**config.mk**
```make
export PLATFORM = sky130hd
export DESIGN_NAME = sequenciador_ula_flat
export DESIGN_NICKNAME = d
export VERILOG_FILES = /design/src/rtl/sequenciador_ula_if.sv /design/src/rtl/sequenciador_ula.sv /design/src/flat_wrapper.sv
export SDC_FILE = /design/constraint.sdc
export NUM_CORES = 1
export LEC_CHECK = 0
export ABC_AREA = 0
export CORE_MARGIN = 4
export CORE_UTILIZATION = 50
export CTS_CLUSTER_DIAMETER = 100
export CTS_CLUSTER_SIZE = 8
export DETAILED_ROUTE_END_ITERATION = 8
export MAX_ROUTING_LAYER = met4
export PLACE_DENSITY = 0.66
export SYNTH_ARGS = -nofsm -noshare
export SYNTH_HDL_FRONTEND = slang
export SYNTH_SLANG_ARGS = --single-unit
export TNS_END_PERCENT = 10
```
**constraint.sdc**
```tcl
create_clock -name clk -period 3.8 [get_ports clk]
set_clock_uncertainty 0.1 [all_clocks]
set_input_delay 0.76 -clock clk [delete_from_list [all_inputs] [get_ports clk]]
set_output_delay 0.76 -clock clk [all_outputs]
set_load 0.1 [all_outputs]
```
**src/rtl/sequenciador_ula_if.sv**
```systemverilog
// Bus bundle for the microprogrammed ULA sequencer: program load, run control
// and the datapath control lines it drives.
interface sequenciador_ula_if #(
  parameter int unsigned AW = 3
);
  logic          prog_we;
  logic [AW-1:0] prog_addr;
  logic [7:0]    prog_data;
  logic          start;
  logic          step_mode;
  logic          avanca;
  logic          EnA;
  logic          EnB;
  logic          Sel;
  logic [1:0]    Op;
  logic [1:0]    OpReg;
  logic          Fim;
  logic          busy;
  logic [AW-1:0] pc;
  logic [2:0]    estado;

  modport master (
    output prog_we, prog_addr, prog_data, start, step_mode, avanca,
    input  EnA, EnB, Sel, Op, OpReg, Fim, busy, pc, estado
  );

  modport slave (
    input  prog_we, prog_addr, prog_data, start, step_mode, avanca,
    output EnA, EnB, Sel, Op, OpReg, Fim, busy, pc, estado
  );
endinterface

```
**src/rtl/sequenciador_ula.sv**
```systemverilog
// Microprogrammed sequencer: steps a small writable program of control words
// and drives EnA/EnB/Sel/Op/OpReg for the A/B register, ULA and shift datapath.
module sequenciador_ula #(
  parameter int unsigned DEPTH = 8,
  parameter int unsigned AW    = 3
) (
  input  logic                 clk,
  input  logic                 rst,
  sequenciador_ula_if.slave    bus
);

  typedef enum logic [2:0] {
    IDLE  = 3'd0,
    FETCH = 3'd1,
    EXEC  = 3'd2,
    WAIT  = 3'd3,
    DONE  = 3'd4
  } state_t;

  typedef struct packed {
    logic [1:0] op;
    logic [1:0] opreg;
    logic       sel;
    logic       ena;
    logic       enb;
    logic       last;
  } word_t;

  localparam int unsigned WORD_W = 8;
  localparam logic [AW-1:0] PC_MAX = AW'(DEPTH - 1);

  state_t        state_q, state_n;
  logic [AW-1:0] pc_q, pc_n;
  word_t         ir_q, ir_n;
  word_t         mem [DEPTH];

  logic          ena_q, enb_q, sel_q, fim_q, busy_q;
  logic [1:0]    op_q, opreg_q;
  logic          ena_n, enb_n, sel_n, fim_n, busy_n;
  logic [1:0]    op_n, opreg_n;

  // Next state, pc and ir; outputs precomputed from next values so they register cleanly
  always_comb begin
    state_n = state_q;
    pc_n    = pc_q;
    ir_n    = ir_q;
    case (state_q)
      IDLE: begin
        if (bus.start) begin
          state_n = FETCH;
          pc_n    = '0;
        end
      end
      FETCH: begin
        ir_n    = mem[pc_q];
        state_n = EXEC;
      end
      EXEC: begin
        if (ir_q.last || (pc_q == PC_MAX)) begin
          state_n = DONE;
        end else begin
          pc_n    = AW'(pc_q + 1'b1);
          state_n = bus.step_mode ? WAIT : FETCH;
        end
      end
      WAIT: begin
        if (bus.avanca) state_n = FETCH;
      end
      DONE: begin
        if (!bus.start) state_n = IDLE;
      end
      default: state_n = IDLE;
    endcase

    ena_n   = 1'b0;
    enb_n   = 1'b0;
    sel_n   = 1'b0;
    op_n    = 2'b00;
    opreg_n = 2'b00;
    if (state_n == EXEC) begin
      ena_n   = ir_n.ena;
      enb_n   = ir_n.enb;
      sel_n   = ir_n.sel;
      op_n    = ir_n.op;
      opreg_n = ir_n.opreg;
    end
    fim_n  = (state_n == DONE);
    busy_n = (state_n != IDLE);
  end

  always_ff @(posedge clk) begin
    if (rst) begin
      state_q <= IDLE;
      pc_q    <= '0;
      ir_q    <= '0;
      ena_q   <= 1'b0;
      enb_q   <= 1'b0;
      sel_q   <= 1'b0;
      op_q    <= 2'b00;
      opreg_q <= 2'b00;
      fim_q   <= 1'b0;
      busy_q  <= 1'b0;
    end else begin
      state_q <= state_n;
      pc_q    <= pc_n;
      ir_q    <= ir_n;
      ena_q   <= ena_n;
      enb_q   <= enb_n;
      sel_q   <= sel_n;
      op_q    <= op_n;
      opreg_q <= opreg_n;
      fim_q   <= fim_n;
      busy_q  <= busy_n;
    end
  end

  // Program store; loads only while idle so a running sequence is never disturbed
  always_ff @(posedge clk) begin
    if (rst) begin
      for (int i = 0; i < DEPTH; i++) mem[i] <= '0;
    end else if (bus.prog_we && (state_q == IDLE)) begin
      mem[bus.prog_addr] <= word_t'(WORD_W'(bus.prog_data));
    end
  end

  assign bus.EnA    = ena_q;
  assign bus.EnB    = enb_q;
  assign bus.Sel    = sel_q;
  assign bus.Op     = op_q;
  assign bus.OpReg  = opreg_q;
  assign bus.Fim    = fim_q;
  assign bus.busy   = busy_q;
  assign bus.pc     = pc_q;
  assign bus.estado = 3'(state_q);

endmodule
```
**src/flat_wrapper.sv**
```systemverilog
// flat-port wrapper written by rule: the top's interface ports become plain ports
module sequenciador_ula_flat 
#(
  parameter int unsigned DEPTH = 8,
  parameter int unsigned AW    = 3
)
  (clk, rst, bus_prog_we, bus_prog_addr, bus_prog_data, bus_start, bus_step_mode, bus_avanca, bus_EnA, bus_EnB, bus_Sel, bus_Op, bus_OpReg, bus_Fim, bus_busy, bus_pc, bus_estado);
  sequenciador_ula_if #(.AW(AW)) bus_i ();
  input  logic clk;
  input  logic rst;
  input wire logic [$bits(bus_i.prog_we)-1:0] bus_prog_we;
  input wire logic [$bits(bus_i.prog_addr)-1:0] bus_prog_addr;
  input wire logic [$bits(bus_i.prog_data)-1:0] bus_prog_data;
  input wire logic [$bits(bus_i.start)-1:0] bus_start;
  input wire logic [$bits(bus_i.step_mode)-1:0] bus_step_mode;
  input wire logic [$bits(bus_i.avanca)-1:0] bus_avanca;
  output wire logic [$bits(bus_i.EnA)-1:0] bus_EnA;
  output wire logic [$bits(bus_i.EnB)-1:0] bus_EnB;
  output wire logic [$bits(bus_i.Sel)-1:0] bus_Sel;
  output wire logic [$bits(bus_i.Op)-1:0] bus_Op;
  output wire logic [$bits(bus_i.OpReg)-1:0] bus_OpReg;
  output wire logic [$bits(bus_i.Fim)-1:0] bus_Fim;
  output wire logic [$bits(bus_i.busy)-1:0] bus_busy;
  output wire logic [$bits(bus_i.pc)-1:0] bus_pc;
  output wire logic [$bits(bus_i.estado)-1:0] bus_estado;
  assign bus_i.prog_we = bus_prog_we;
  assign bus_i.prog_addr = bus_prog_addr;
  assign bus_i.prog_data = bus_prog_data;
  assign bus_i.start = bus_start;
  assign bus_i.step_mode = bus_step_mode;
  assign bus_i.avanca = bus_avanca;
  assign bus_EnA = bus_i.EnA;
  assign bus_EnB = bus_i.EnB;
  assign bus_Sel = bus_i.Sel;
  assign bus_Op = bus_i.Op;
  assign bus_OpReg = bus_i.OpReg;
  assign bus_Fim = bus_i.Fim;
  assign bus_busy = bus_i.busy;
  assign bus_pc = bus_i.pc;
  assign bus_estado = bus_i.estado;
  sequenciador_ula #(.DEPTH(DEPTH), .AW(AW)) u_core (.clk(clk), .rst(rst), .bus(bus_i));
endmodule
```
==> flow_summary.ini <==
[place]
numPortBuffers = 31
place_inst = 400
place_hpwl_um = 5394
gp_congestion = 0.7948
dp_slack_ns = 1.020

[cts]
postCtsHoldBufs = 0
clockBufferDepth = 2
cts_buffers = 9
cts_resized = 0
clk_latency_ns = 0.36
root_buffer = clkbuf_8
cts_setup_buffers = 0
htree_levels = 3
cts_num_sinks = 83
cts_tree = yes
clkTransAtPathRegs_ns = 0.08

[sta]
min_period_over_period_pct = 72.25
rsz0062_at_grt = false
timing.hold.ws_ns = 0.4159
min_period_ns = 2.745
tns_ns = 0
report.final.slew_viol_count = 0
clock.fmax_mhz = 364.3
finalWorstSetupSlack_ns = 1.055
slew-limit-headroom_pct = 28.30
hold_viol_final = 0
setup_violations = 0
worst_pin_slew_ns = 1.075

[pwr]
clock_power_share_pct = 38.9
p_sw_mw = 0.4674
p_leak_nw = 1.527
internal-power_mw = 1.559
power_density_mw_per_mm2 = 464.5
ir_worst_vdd_mv = 0.2548
seqPwrFrac_pct = 51.6
p_comb_share_pct = 9.5
swShare_pct = 23.07

[grt]
antenna_found_initial = 0
grt_use_total_pct = 19.64
grt_first_pass_wirelength_um = 12150
overflow = 0
grt_pass1_vias = 2198
grt_max_degree = 33

[synthesis]
syn_area_per_cell_sq_um = 13.37
synthTopCellsByArea = edfxtp_1 (51%), and2_1 (11%), dfxtp_1 (10%)
ys_ff_latch = 83
netlist_area_sq_mm = 0.003797
yosys.area.top_type_share_pct = 50.61
yosysTopAreaCell = edfxtp_1
synthesis.yosys.warnings = 0
synthCells = 284
syn_nets = 303
ys_types = 34
ys_seq_area_share_pct = 60.63

[hold_path]
hold_class = flop to flop

[job]
cap_violations = 0

[floorplanning]
row_count = 31
die_w_um = 95.15
io_pins = 32
coreArea_sq_mm = 0.007331
die_h_um = 95.15
start_util_pct = 51.80
dieArea_sq_mm = 0.009054

[route]
route.layer.met1.wl_um = 3452
wl_met3_um = 391
wl_met2_um = 3804
drt_iter0_markers = 72
routed_wl_um = 7752
num_vias = 2202
routed.top_layer = met4
remaining_drc_errors = 0
drtAntennaViolNets = 0
first_pass_iters = 4
avgViaCountPerCell = 5.293
wl_per_cell_um = 18.63

[finish]
layout.area.seq_sq_mm = 0.002303
fin_cells = 416
fillers = 569
multi_input_area_sq_mm = 0.001370
area_growth_syn_to_layout_pct = 14.86
layout.cells.most_common = and2_1
drive_above_1_share_pct = 10.73
num_antenna_cells = 0
final_cell_mix = and2_1 (65), edfxtp_1 (64), mux2i_1 (32)
fin_nets = 331

[critical_path]
crit_type = flop to output port
crit_arrival_ns = 1.89
path_delay_family = buffers and inverters
worst_setup_path_start_kind = flop
slowest_stage = clkdlybuf4s50_1
cpPeakStageDelay_ns = 1.15
critPathBufInv = 1
critical_path_peak_fanout = 4
crit_required_ns = 2.94
crit_chain = clkdlybuf4s50_1
cp-end-kind = output port

[run_status]
status = completed
==> power by group through the flow <==
stage          clock network, mW  logic, mW  registers [mW]
3_5_place_dp                   0      0.193            1.07
4_1_cts                    0.801      0.193            1.05
5_1_grt                    0.835      0.206            1.05
3_3_place_gp                   0      0.191            1.07
6_report                   0.788      0.192            1.05
2_1_floorplan                  0      0.109            1.09
==> flip-flops by register name, summed over array words and instances (netlist names), named ones only <==
name and count:
u_core.bus.Sel 1, u_core.bus.busy 1, u_core.mem 64, u_core.bus.EnA 1
u_core.bus.EnB 1, u_core.bus.pc 3, u_core.bus.Fim 1, u_core.bus.OpReg 2
u_core.bus.estado 3, u_core.bus.Op 2, u_core.ir_q 1
==> per-stage QoR <==
stage	utilization (%)	cell area (sq um)	total power, mW
final	59.50	4362	2.026
after global routing	59.50	4362	2.090
after CTS	59.50	4362	2.040
after detailed placement	56.03	4108	1.259
after global placement	56.03	4108	1.256
after floorplan	-	3797	1.198
==> worst min-delay path, stage by stage, from the launching register on <==
cell,delay [ns]
dfxtp_1,0.34
nand2_1,0.06
a21oi_1,0.07
==> layout make-up <==
type	count	share of cell area (%)
Sequential cell	83	52.81
Multi-Input combinational cell	186	31.41
Timing Repair Buffer	32	7.114
Tap cell	99	2.840
Clock buffer	12	3.586
Clock inverter	4	2.238
==> logic make-up (layout without fill, tap and decap cells) <==
family,Yosys count,count (layout),synth area share (%)
adders and majority gates,2,2,0.6589
AOI/OAI and AO/OA,26,26,4.745
muxes,32,32,8.435
and+or+nand+nor,126,126,22.24
DFF,83,83,60.63
buffers and inverters,15,48,3.295
==> final timing paths <==
check                                     startpoint               end  slack (ns)  cells past startpoint
worst max-delay path                u_core.bus.pc[0]         bus_pc[0]        1.05                      1
worst min-delay path                u_core.bus.pc[0]              flop        0.42                      2
worst max register to register  u_core.bus.estado[1]  u_core.mem[1][7]        1.74                      4
worst min register to register      u_core.bus.pc[0]              flop        0.42                      2
==> Yosys cell counts <==
cell type / n
a211oi_1: 1
a211oi_2: 1
a21oi_1: 6
a22oi_1: 16
and2_1: 65
and3_1: 1
buf_1: 3
buf_2: 4
buf_4: 1
buf_6: 5
buf_8: 2
dfxtp_1: 19
edfxtp_1: 64
ha_1: 2
mux2i_1: 32
nand2_1: 13
nand2b_1: 2
nand3_4: 1
nand3b_4: 1
nand4_1: 2
nand4b_1: 1
nor2_1: 11
nor2_4: 7
nor2b_1: 3
nor3_1: 2
nor3_4: 2
nor3b_1: 1
nor3b_2: 1
nor3b_4: 2
nor4_1: 1
o21ai_0: 1
o21ai_1: 1
or2_1: 9
or4b_1: 1
==> metal layers <==
layer  GRT usage [%]  vias up
li1                -     1066
met1           26.11     1061
met4           9.976        0
met2           29.56       68
met5               -        -
met3           2.684        7
Power figures use the tool's default switching activity.
